### src/rtl/uproc_isa_pkg.sv
// Shared ISA definitions for the 6-bit instruction format {OpCode, RNum}.
// Used by the loader-side encoder and anything else that builds Ins words.
package uproc_isa_pkg;

    localparam int OPCODE_W = 4;
    localparam int RNUM_W   = 2;
    localparam int INS_W    = OPCODE_W + RNUM_W;

    localparam logic [OPCODE_W-1:0] OPCODE_NOP = 4'hF;

    localparam logic [RNUM_W-1:0] R0 = 2'd0;
    localparam logic [RNUM_W-1:0] R1 = 2'd1;
    localparam logic [RNUM_W-1:0] R2 = 2'd2;
    localparam logic [RNUM_W-1:0] R3 = 2'd3;

    function automatic logic [INS_W-1:0] pack_ins(
        input logic [OPCODE_W-1:0] op,
        input logic [RNUM_W-1:0]   rn
    );
        return {op, rn};
    endfunction

endpackage

### src/rtl/instruction_encoder.sv
// Packs {OpCode, RNum} fields from a valid/ready stream into Ins words and
// writes them sequentially into program memory, optionally NOP-filling the tail.
module instruction_encoder #(
    parameter int ADDR_W   = 5,
    parameter int INS_W    = 6,
    parameter bit FILL_NOP = 1'b1
) (
    input  logic              Clk,
    input  logic              Rst,
    input  logic              Start,
    input  logic              InValid,
    output logic              InReady,
    input  logic [3:0]        InOpCode,
    input  logic [1:0]        InRNum,
    input  logic              InLast,
    output logic              MemWE,
    output logic [ADDR_W-1:0] MemAddr,
    output logic [INS_W-1:0]  MemData,
    output logic              Busy,
    output logic              Done,
    output logic              Err,
    output logic [ADDR_W:0]   WordCount,
    output logic [INS_W-1:0]  Checksum
);
    import uproc_isa_pkg::*;

    typedef enum logic [2:0] {
        S_IDLE,
        S_LOAD,
        S_FILL,
        S_DONE,
        S_ERR
    } state_t;

    localparam logic [ADDR_W-1:0] LAST_A  = ADDR_W'((2 ** ADDR_W) - 1);
    localparam logic [ADDR_W-1:0] PTR_ONE = ADDR_W'(1);
    localparam logic [ADDR_W:0]   CNT_ONE = (ADDR_W + 1)'(1);
    localparam logic [INS_W-1:0]  NOP_INS = INS_W'(pack_ins(OPCODE_NOP, R0));

    state_t              r_state;
    state_t              w_next;
    logic [ADDR_W-1:0]   r_ptr;
    logic                r_we;
    logic [ADDR_W-1:0]   r_addr;
    logic [INS_W-1:0]    r_data;
    logic [ADDR_W:0]     r_cnt;
    logic [INS_W-1:0]    r_sum;
    logic                w_hs;
    logic                w_at_end;
    logic                w_start;
    logic [INS_W-1:0]    w_word;

    assign w_word   = INS_W'(pack_ins(InOpCode, InRNum));
    assign w_at_end = (r_ptr == LAST_A);
    assign w_hs     = InValid && (r_state == S_LOAD);
    assign w_start  = Start && ((r_state == S_IDLE) ||
                                (r_state == S_DONE) ||
                                (r_state == S_ERR));

    always_comb begin
        w_next = r_state;
        case (r_state)
            S_IDLE, S_DONE, S_ERR: begin
                if (Start) w_next = S_LOAD;
            end
            S_LOAD: begin
                if (w_hs) begin
                    if (InLast) begin
                        w_next = (FILL_NOP && !w_at_end) ? S_FILL : S_DONE;
                    end else if (w_at_end) begin
                        w_next = S_ERR;
                    end
                end
            end
            S_FILL: begin
                if (w_at_end) w_next = S_DONE;
            end
            default: w_next = S_IDLE;
        endcase
    end

    // Pointer holds at the last address instead of wrapping onto live data.
    always_ff @(posedge Clk) begin
        if (Rst) begin
            r_state <= S_IDLE;
            r_ptr   <= '0;
            r_we    <= 1'b0;
            r_addr  <= '0;
            r_data  <= '0;
            r_cnt   <= '0;
            r_sum   <= '0;
        end else begin
            r_state <= w_next;
            r_we    <= 1'b0;
            if (w_start) begin
                r_ptr <= '0;
                r_cnt <= '0;
                r_sum <= '0;
            end
            if (w_hs) begin
                r_we   <= 1'b1;
                r_addr <= r_ptr;
                r_data <= w_word;
                r_cnt  <= r_cnt + CNT_ONE;
                r_sum  <= r_sum ^ w_word;
                if (!w_at_end) r_ptr <= r_ptr + PTR_ONE;
            end
            if (r_state == S_FILL) begin
                r_we   <= 1'b1;
                r_addr <= r_ptr;
                r_data <= NOP_INS;
                if (!w_at_end) r_ptr <= r_ptr + PTR_ONE;
            end
        end
    end

    assign InReady   = (r_state == S_LOAD);
    assign Busy      = (r_state == S_LOAD) || (r_state == S_FILL);
    assign Done      = (r_state == S_DONE);
    assign Err       = (r_state == S_ERR);
    assign MemWE     = r_we;
    assign MemAddr   = r_addr;
    assign MemData   = r_data;
    assign WordCount = r_cnt;
    assign Checksum  = r_sum;

endmodule

### config.mk
export PLATFORM = sky130hd
export DESIGN_NAME = instruction_encoder
export DESIGN_NICKNAME = d
export VERILOG_FILES = /design/src/rtl/uproc_isa_pkg.sv /design/src/rtl/instruction_encoder.sv
export SDC_FILE = /design/constraint.sdc
export NUM_CORES = 1
export LEC_CHECK = 0
export ABC_AREA = 1
export CORE_UTILIZATION = 43
export CTS_CLUSTER_DIAMETER = 80
export DETAILED_ROUTE_END_ITERATION = 6
export GPL_TIMING_DRIVEN = 1
export PLACE_DENSITY = 0.83
export SYNTH_ARGS = -nofsm -noshare
export SYNTH_HDL_FRONTEND = slang
export SYNTH_SLANG_ARGS = --single-unit
### constraint.sdc
create_clock -name Clk -period 1.5 [get_ports Clk]
set_input_delay 0.3 -clock Clk [delete_from_list [all_inputs] [get_ports Clk]]
set_output_delay 0.3 -clock Clk [all_outputs]
set_load 0.03 [all_outputs]
==> metrics.cfg, run 1 <==
[run_status]
run_status = completed

[sta]
fmax_ghz = 0.687
period_needed_ps = 1460
whs_ps = 468
slew_viol_final = 0
hold_viol = 0
finalClockSkew_ps = 7.67
tightest_slew_ps = 309
min_period_over_period_pct = 97.1
rsz0062_at_grt = yes
setup_viol = 0
relSlewSlack_pct = 79.5

[floorplanning]
io_pins = 39
core_area_um2 = 3150
die_y_um = 60.7
die_area_um2 = 3680
fp.dieW_um = 60.7
core.rowCount = 20
initial_core_util_pct = 46.9

[global_route]
grt.total_usage_pct = 20.2
grt_pass1_vias = 1301
overflow = 0
grt_pass1_wl_um = 5390
grt_max_degree = 11
antenna_found_initial = 0

[critical_path]
setup.worst_path.start_class = flip-flop
r2r_start = r_ptr[1]$_SDFF_PP0_
crit_cells = 10
max_stage_delay_ps = 370
worstSetupStartpoint = r_ptr[1]$_SDFF_PP0_
reg2regPathDepth = 10
arrival_ps = 1690
critPathMaxFanout = 5
worst-path-buf-inv = 2
critPathKind = reg2reg
path_common_cell = ha_4
cp_cell_sequence = ha_4 -> nand2_2 -> nor2_2 -> ha_4 -> inv_4 -> buf_4 -> nand2_4 -> nand2_1 -> o21ai_1 -> nor2_1
critPathRequiredTime_ps = 1740
cp_top_family = simple AND/OR/NAND/NOR gates
slowest_stage = dfxtp_2
crit_path_end_kind = flip-flop

[power]
combPwrFrac_pct = 51.1
p_int_w = 0.00229
cellLeakagePower_nw = 1.11
p_seq_share_pct = 30.6
ir_worst_vdd_mv = 1.04
pwr-share-clk_pct = 18.3
power_w = 0.00406
switching_share_pct = 43.6
powerDensity_nw_per_um2 = 1820
p_switching_w = 0.00177

[flow_run]
cap_violations = 0

[yosys]
synth_cell_type_count = 29
ys.warnings.count = 0
syn_area_um2 = 1480
async_flop_share_pct = 0
synth.avg_cell_area_um2 = 7.51
synthCells = 197
ys_ff_latch = 32
synth-edff-count = 0
syn_nets = 211
seq_area_frac_synth_pct = 43.3
synth-main-ff-cell = dfxtp_1

[drt]
detailedRoute.firstPassIterationCount = 4
drt-total-wl_um = 3610
drc = 0
vias = 1486
via_per_inst = 4.84
first_iter_violations = 61
drtAntennaViolNets = 0
wl_per_cell_um = 11.8

[hold_path]
worstHoldPathType = reg2reg
worstHoldPathCells = 2
holdCritStartpoint = MemData[1]$_SDFFE_PP0P_

[clocking]
clkTransAtPathRegs_ps = 100
h-tree-depth = 2
cts_tree = done
cts_root_buf = clkbuf_4
hold_buffers = 0
cts_buffers = 5
clk_latency_ps = 340
cts_sinks = 32
cts_buffer_depth = 2

[placement]
placed_area_um2 = 2010
port_buffers = 38
dp_hpwl_um = 2430
gp_congestion = 0.841

[final_layout]
antenna_cells = 0
mostFrequentLayoutCell = nor2_1
area_growth_pct = 51.0
final_cell_mix = nor2_1, nand2_1, dfxtp_1, buf_4, dlygate4sd2_1
drive_above_1_share_pct = 28.1
stdcell_area_um2 = 2230
n_fill_cell = 272
fin_util_pct = 70.9
nNetsFinal = 276

[power groups by stage]
stage                     sequential [W]  combinational, W  clock [W]
after floorplan                  0.00147           0.00102          0
after global placement           0.00121           0.00187          0
after detailed placement         0.00122           0.00189          0
after CTS                        0.00122           0.00186   0.000757
after global routing             0.00127           0.00227   0.000789
final                            0.00124           0.00208   0.000742
[layer usage]
metal  share of wire [%]  routed length, um  up-vias  track usage, %
met2                  50               1800       37            33.0
met1                  44               1580      680            24.3
met4                 1.5                 55        0            9.74
met5                   0                  0        -               0
met3                 5.0                179        7            6.18
li1                    -                  -      762               -
[cell type report]
cell class              count  area, um^2  share of cell area, %
multi-input cells         141         835                   37.3
repair buffers             61         517                   23.1
clock buffers               7        65.1                   2.91
well taps                  44        55.1                   2.46
clock inverters             1        30.0                   1.34
flip-flops and latches     32         649                   29.1
inverters                  21        83.8                   3.75
[synth_stat cells, drive strengths merged, types with 3 or more instances]
| library cell | n | area, um^2 |
|---|---|---|
| a21oi | 8 | 40.0 |
| xor2 | 7 | 61.3 |
| nor2 | 37 | 156 |
| buf | 3 | 30.0 |
| nand3 | 15 | 80.1 |
| nand2 | 45 | 196 |
| ha | 3 | 37.5 |
| o21ai | 13 | 65.1 |
| inv | 20 | 75.1 |
| nand4 | 3 | 18.8 |
| nor3 | 3 | 26.3 |
| dfxtp | 32 | 641 |
[stage by stage]
| stage | std cells | setup slack, ps | setup TNS (ps) |
|---|---|---|---|
| global route | 307 | -62.6 | -239 |
| detailed placement | 293 | -118 | -1120 |
| CTS | 303 | -10.8 | -19.0 |
| global placement | 293 | -61.6 | -721 |
| finish | 307 | 44.0 | 0 |
| floorplan | 197 | 15.4 | 0 |
[cell families after synthesis]
| group | count (synthesis) | share of synthesized area, % |
|---|---|---|
| adders and majority gates | 3 | 2.54 |
| buffers and inverters | 25 | 7.61 |
| and+or+nand+nor | 105 | 33.2 |
| DFF | 32 | 43.3 |
| xor gates and xnor gates | 8 | 4.73 |
| AOI/OAI and AO/OA | 24 | 8.62 |
[worst paths after layout]
| path | end | slack, ps |
|---|---|---|
| worst max-delay path | r_ptr[4]$_SDFF_PP0_ | 40 |
| worst min-delay path | MemData[1]$_SDFFE_PP0P_ | 470 |
| worst max register to register | r_ptr[4]$_SDFF_PP0_ | 40 |
| worst min register to register | MemData[1]$_SDFFE_PP0P_ | 470 |
[worst reg2reg max path, stage by stage (launching register included)]
cell and delay (ps):
dfxtp_2 370, ha_4 150, nand2_2 50, nor2_2 150, ha_4 190, inv_4 60
buf_4 140, nand2_4 80, nand2_1 50, o21ai_1 70, nor2_1 50
[flip-flops by register name, summed over array words and instances (netlist names)]
| name | cells |
|---|---|
| MemAddr | 5 |
| Checksum | 6 |
| MemData | 6 |
| r_ptr | 5 |
| WordCount | 6 |
| r_state | 3 |
| MemWE | 1 |
[timing repair]
action / 4_1_cts / 5_1_grt
cloned: 0 / 1
pin swaps: 2 / 10
endpoints found under the setup margin: 34 / 21
setup buffers: 2 / 3
resized for setup: 33 / 32
Note: power is estimated with default switching activity, not from simulation.
==> run 2, diff against run 1 <==
--- a/config.mk
+++ b/config.mk
@@ -6,6 +6,7 @@
 export NUM_CORES = 1
 export LEC_CHECK = 0
 export ABC_AREA = 1
+export CORE_ASPECT_RATIO = 0.9
 export CORE_UTILIZATION = 43
 export CTS_CLUSTER_DIAMETER = 80
 export DETAILED_ROUTE_END_ITERATION = 6
==> run 2 against run 1 <==
The run now ends with setup timing left. Clock skew decreased by 3.3 ps. Worst hold slack improved by 12 ps. Setup slack got worse by 59 ps. Final cell count grew 0.33%. Die area about the same.
==> metrics.cfg, run 2 (same netlist as run 1, synthesis figures left out) <==
[power]
combPwrFrac_pct = 53.7  ; +2.6 points
p_switching_w = 0.00182  ; +2.9%
ir_worst_vdd_mv = 1.25  ; +19%
p_seq_share_pct = 29.7  ; -0.9 points
switching_share_pct = 43.9  ; +0.25 points
powerDensity_nw_per_um2 = 1830  ; +0.92%
power_w = 0.00416  ; +2.3%
pwr-share-clk_pct = 16.6  ; -1.7 points
p_int_w = 0.00233  ; +1.9%
cellLeakagePower_nw = 1.14  ; +3.1%

[floorplanning]
die_area_um2 = 3680  ; about the same
core.rowCount = 19  ; -5.0%
initial_core_util_pct = 46.8  ; -0.13 points
core_area_um2 = 3160  ; +0.28%
die_y_um = 57.7  ; -5.0%
io_pins = 39  ; unchanged
fp.dieW_um = 63.8  ; +5.2%

[sta]
min_period_over_period_pct = 101  ; +3.9 points
setup_viol = 1  ; +1
fmax_ghz = 0.660  ; -3.9%
tightest_slew_ps = 327  ; +17.2 ps
setup_ws_ps = -14.8  ; -58.8 ps
slew_viol_final = 0  ; unchanged
relSlewSlack_pct = 78.3  ; -1.1 points
rsz0062_at_grt = yes
finalClockSkew_ps = 4.34  ; -3.34 ps
hold_viol = 0  ; unchanged
setup-tns-final_ps = -14.8  ; -14.8 ps
period_needed_ps = 1510  ; +58.8 ps

[global_route]
overflow = 0  ; unchanged
grt_pass1_vias = 1389  ; +6.8%
antenna_found_initial = 0  ; unchanged
grt_max_degree = 11  ; unchanged
grt.total_usage_pct = 23.0  ; +2.8 points
grt_pass1_wl_um = 6410  ; +19%

[critical_path]
arrival_ps = 1210  ; -480 ps
crit_path_end_kind = primary output
reg2regPathDepth = 9  ; -1
reg2reg_to = r_state[2]$_SDFFE_PP0P_
rrSetupSlack_ps = 80  ; +40 ps
critPathMaxFanout = 4  ; -1
critPathRequiredTime_ps = 1200  ; -540 ps
critPathKind = reg2out
worstSetupStartpoint = r_state[0]$_SDFFE_PP0P_
crit_end = InReady
r2r_start = r_ptr[1]$_SDFF_PP0_
setup.worst_path.start_class = flip-flop

[drt]
vias = 1487  ; +0.067%
drtAntennaViolNets = 0  ; unchanged
first_iter_violations = 106  ; +74%
detailedRoute.firstPassIterationCount = 4  ; unchanged
via_per_inst = 4.83  ; -0.26%
wl_per_cell_um = 12.2  ; +3.5%
drc = 0  ; unchanged
drt-total-wl_um = 3750  ; +3.8%

[placement]
dp_cells = 292  ; -0.34%
dp_hpwl_um = 2560  ; +5.4%
gp_congestion = 0.817  ; -2.8%
placed_area_um2 = 2010  ; +0.25%
port_buffers = 38  ; unchanged

[clocking]
cts_sinks = 32  ; unchanged
cts_buffer_depth = 2  ; unchanged
cts_tree = done
h-tree-depth = 2  ; unchanged
clkTransAtPathRegs_ps = 60  ; -40 ps
cts_root_buf = clkbuf_8
clk_latency_ps = 300  ; -40 ps
cts_buffers = 5  ; unchanged

[final_layout]
nNetsFinal = 279  ; +1.1%
fin_util_pct = 71.7  ; +0.79 points
antenna_cells = 0  ; unchanged
final_cells = 308  ; +0.33%
seq_area_um2 = 652  ; +0.39%
n_fill_cell = 242  ; -11%
drive_above_1_share_pct = 27.4  ; -0.69 points
mostFrequentLayoutCell = nand2_1
multiInputGateArea_um2 = 813  ; -2.5%
stdcell_area_um2 = 2270  ; +1.4%
area_growth_pct = 53.1
final_cell_mix = nand2_1, nor2_1, dfxtp_1, dlygate4sd2_1, buf_4

[hold_path]
worstHoldPathType = reg2reg

[run_status]
run_status = complete, but fails checks
violations = setup timing

[flow_run]
cap_violations = 0  ; unchanged

-- run 2: worst max-delay path, stage by stage, from the launching register on --
cell and delay (ps):
dfxtp_2 350, inv_4 50, buf_6 110, nor3_4 240, buf_6 170
-- run 2: how the worst min path moves through the flow --
stage	startpoint	cells past startpoint	slack, ps	to
finish	MemData[1]$_SDFFE_PP0P_	2	480	MemData[1]$_SDFFE_PP0P_
global route	MemData[1]$_SDFFE_PP0P_	2	510	MemData[1]$_SDFFE_PP0P_
CTS	MemData[1]$_SDFFE_PP0P_	2	480	MemData[1]$_SDFFE_PP0P_
detailed placement	MemData[1]$_SDFFE_PP0P_	2	470	MemData[1]$_SDFFE_PP0P_
global placement	MemData[0]$_SDFFE_PP0P_	2	460	MemData[0]$_SDFFE_PP0P_
floorplan	Rst	1	370	WordCount[1]$_SDFFE_PP0P_
-- run 2: final cells by class --
class                   count  share of cell area (%)
multi-input cells         140                    35.9
flip-flops and latches     32                    28.8
repair buffers             65                    25.2
inverters                  21                    3.70
clock buffers               6                    3.64
well taps                  42                    2.32
clock inverters             2                   0.442
-- run 2: stage by stage --
step	hold slack, ps	setup slack [ps]
floorplan	369	15.4
global placement	459	-88.9
detailed placement	471	-148
CTS	478	1.02
global route	508	-55.8
finish	480	-14.8
-- run 2: what timing repair did --
action                                  CTS  global route
buffers inserted                          4             5
hold buffers                              0             0
endpoints found under the setup margin   34            15
pin swaps                                 4            12
gates resized for setup                  44            23
-- run 2: power groups by stage --
stage	Clock, W	Combinational [W]	Sequential, W
after floorplan	0	0.00102	0.00147
after global placement	0	0.00192	0.00121
after detailed placement	0	0.00195	0.00121
after CTS	0.000697	0.00204	0.00121
after global routing	0.000731	0.00244	0.00126
final	0.000691	0.00223	0.00123
-- run 2: layer usage --
metal  track usage (%)  share of wire, %  vias to the layer above
met4              11.7               1.6                        0
met1              29.1                45                      672
met2              37.1                47                       43
met5                 0                 0                        -
met3              5.31               6.3                        6
li1                  -                 -                      766
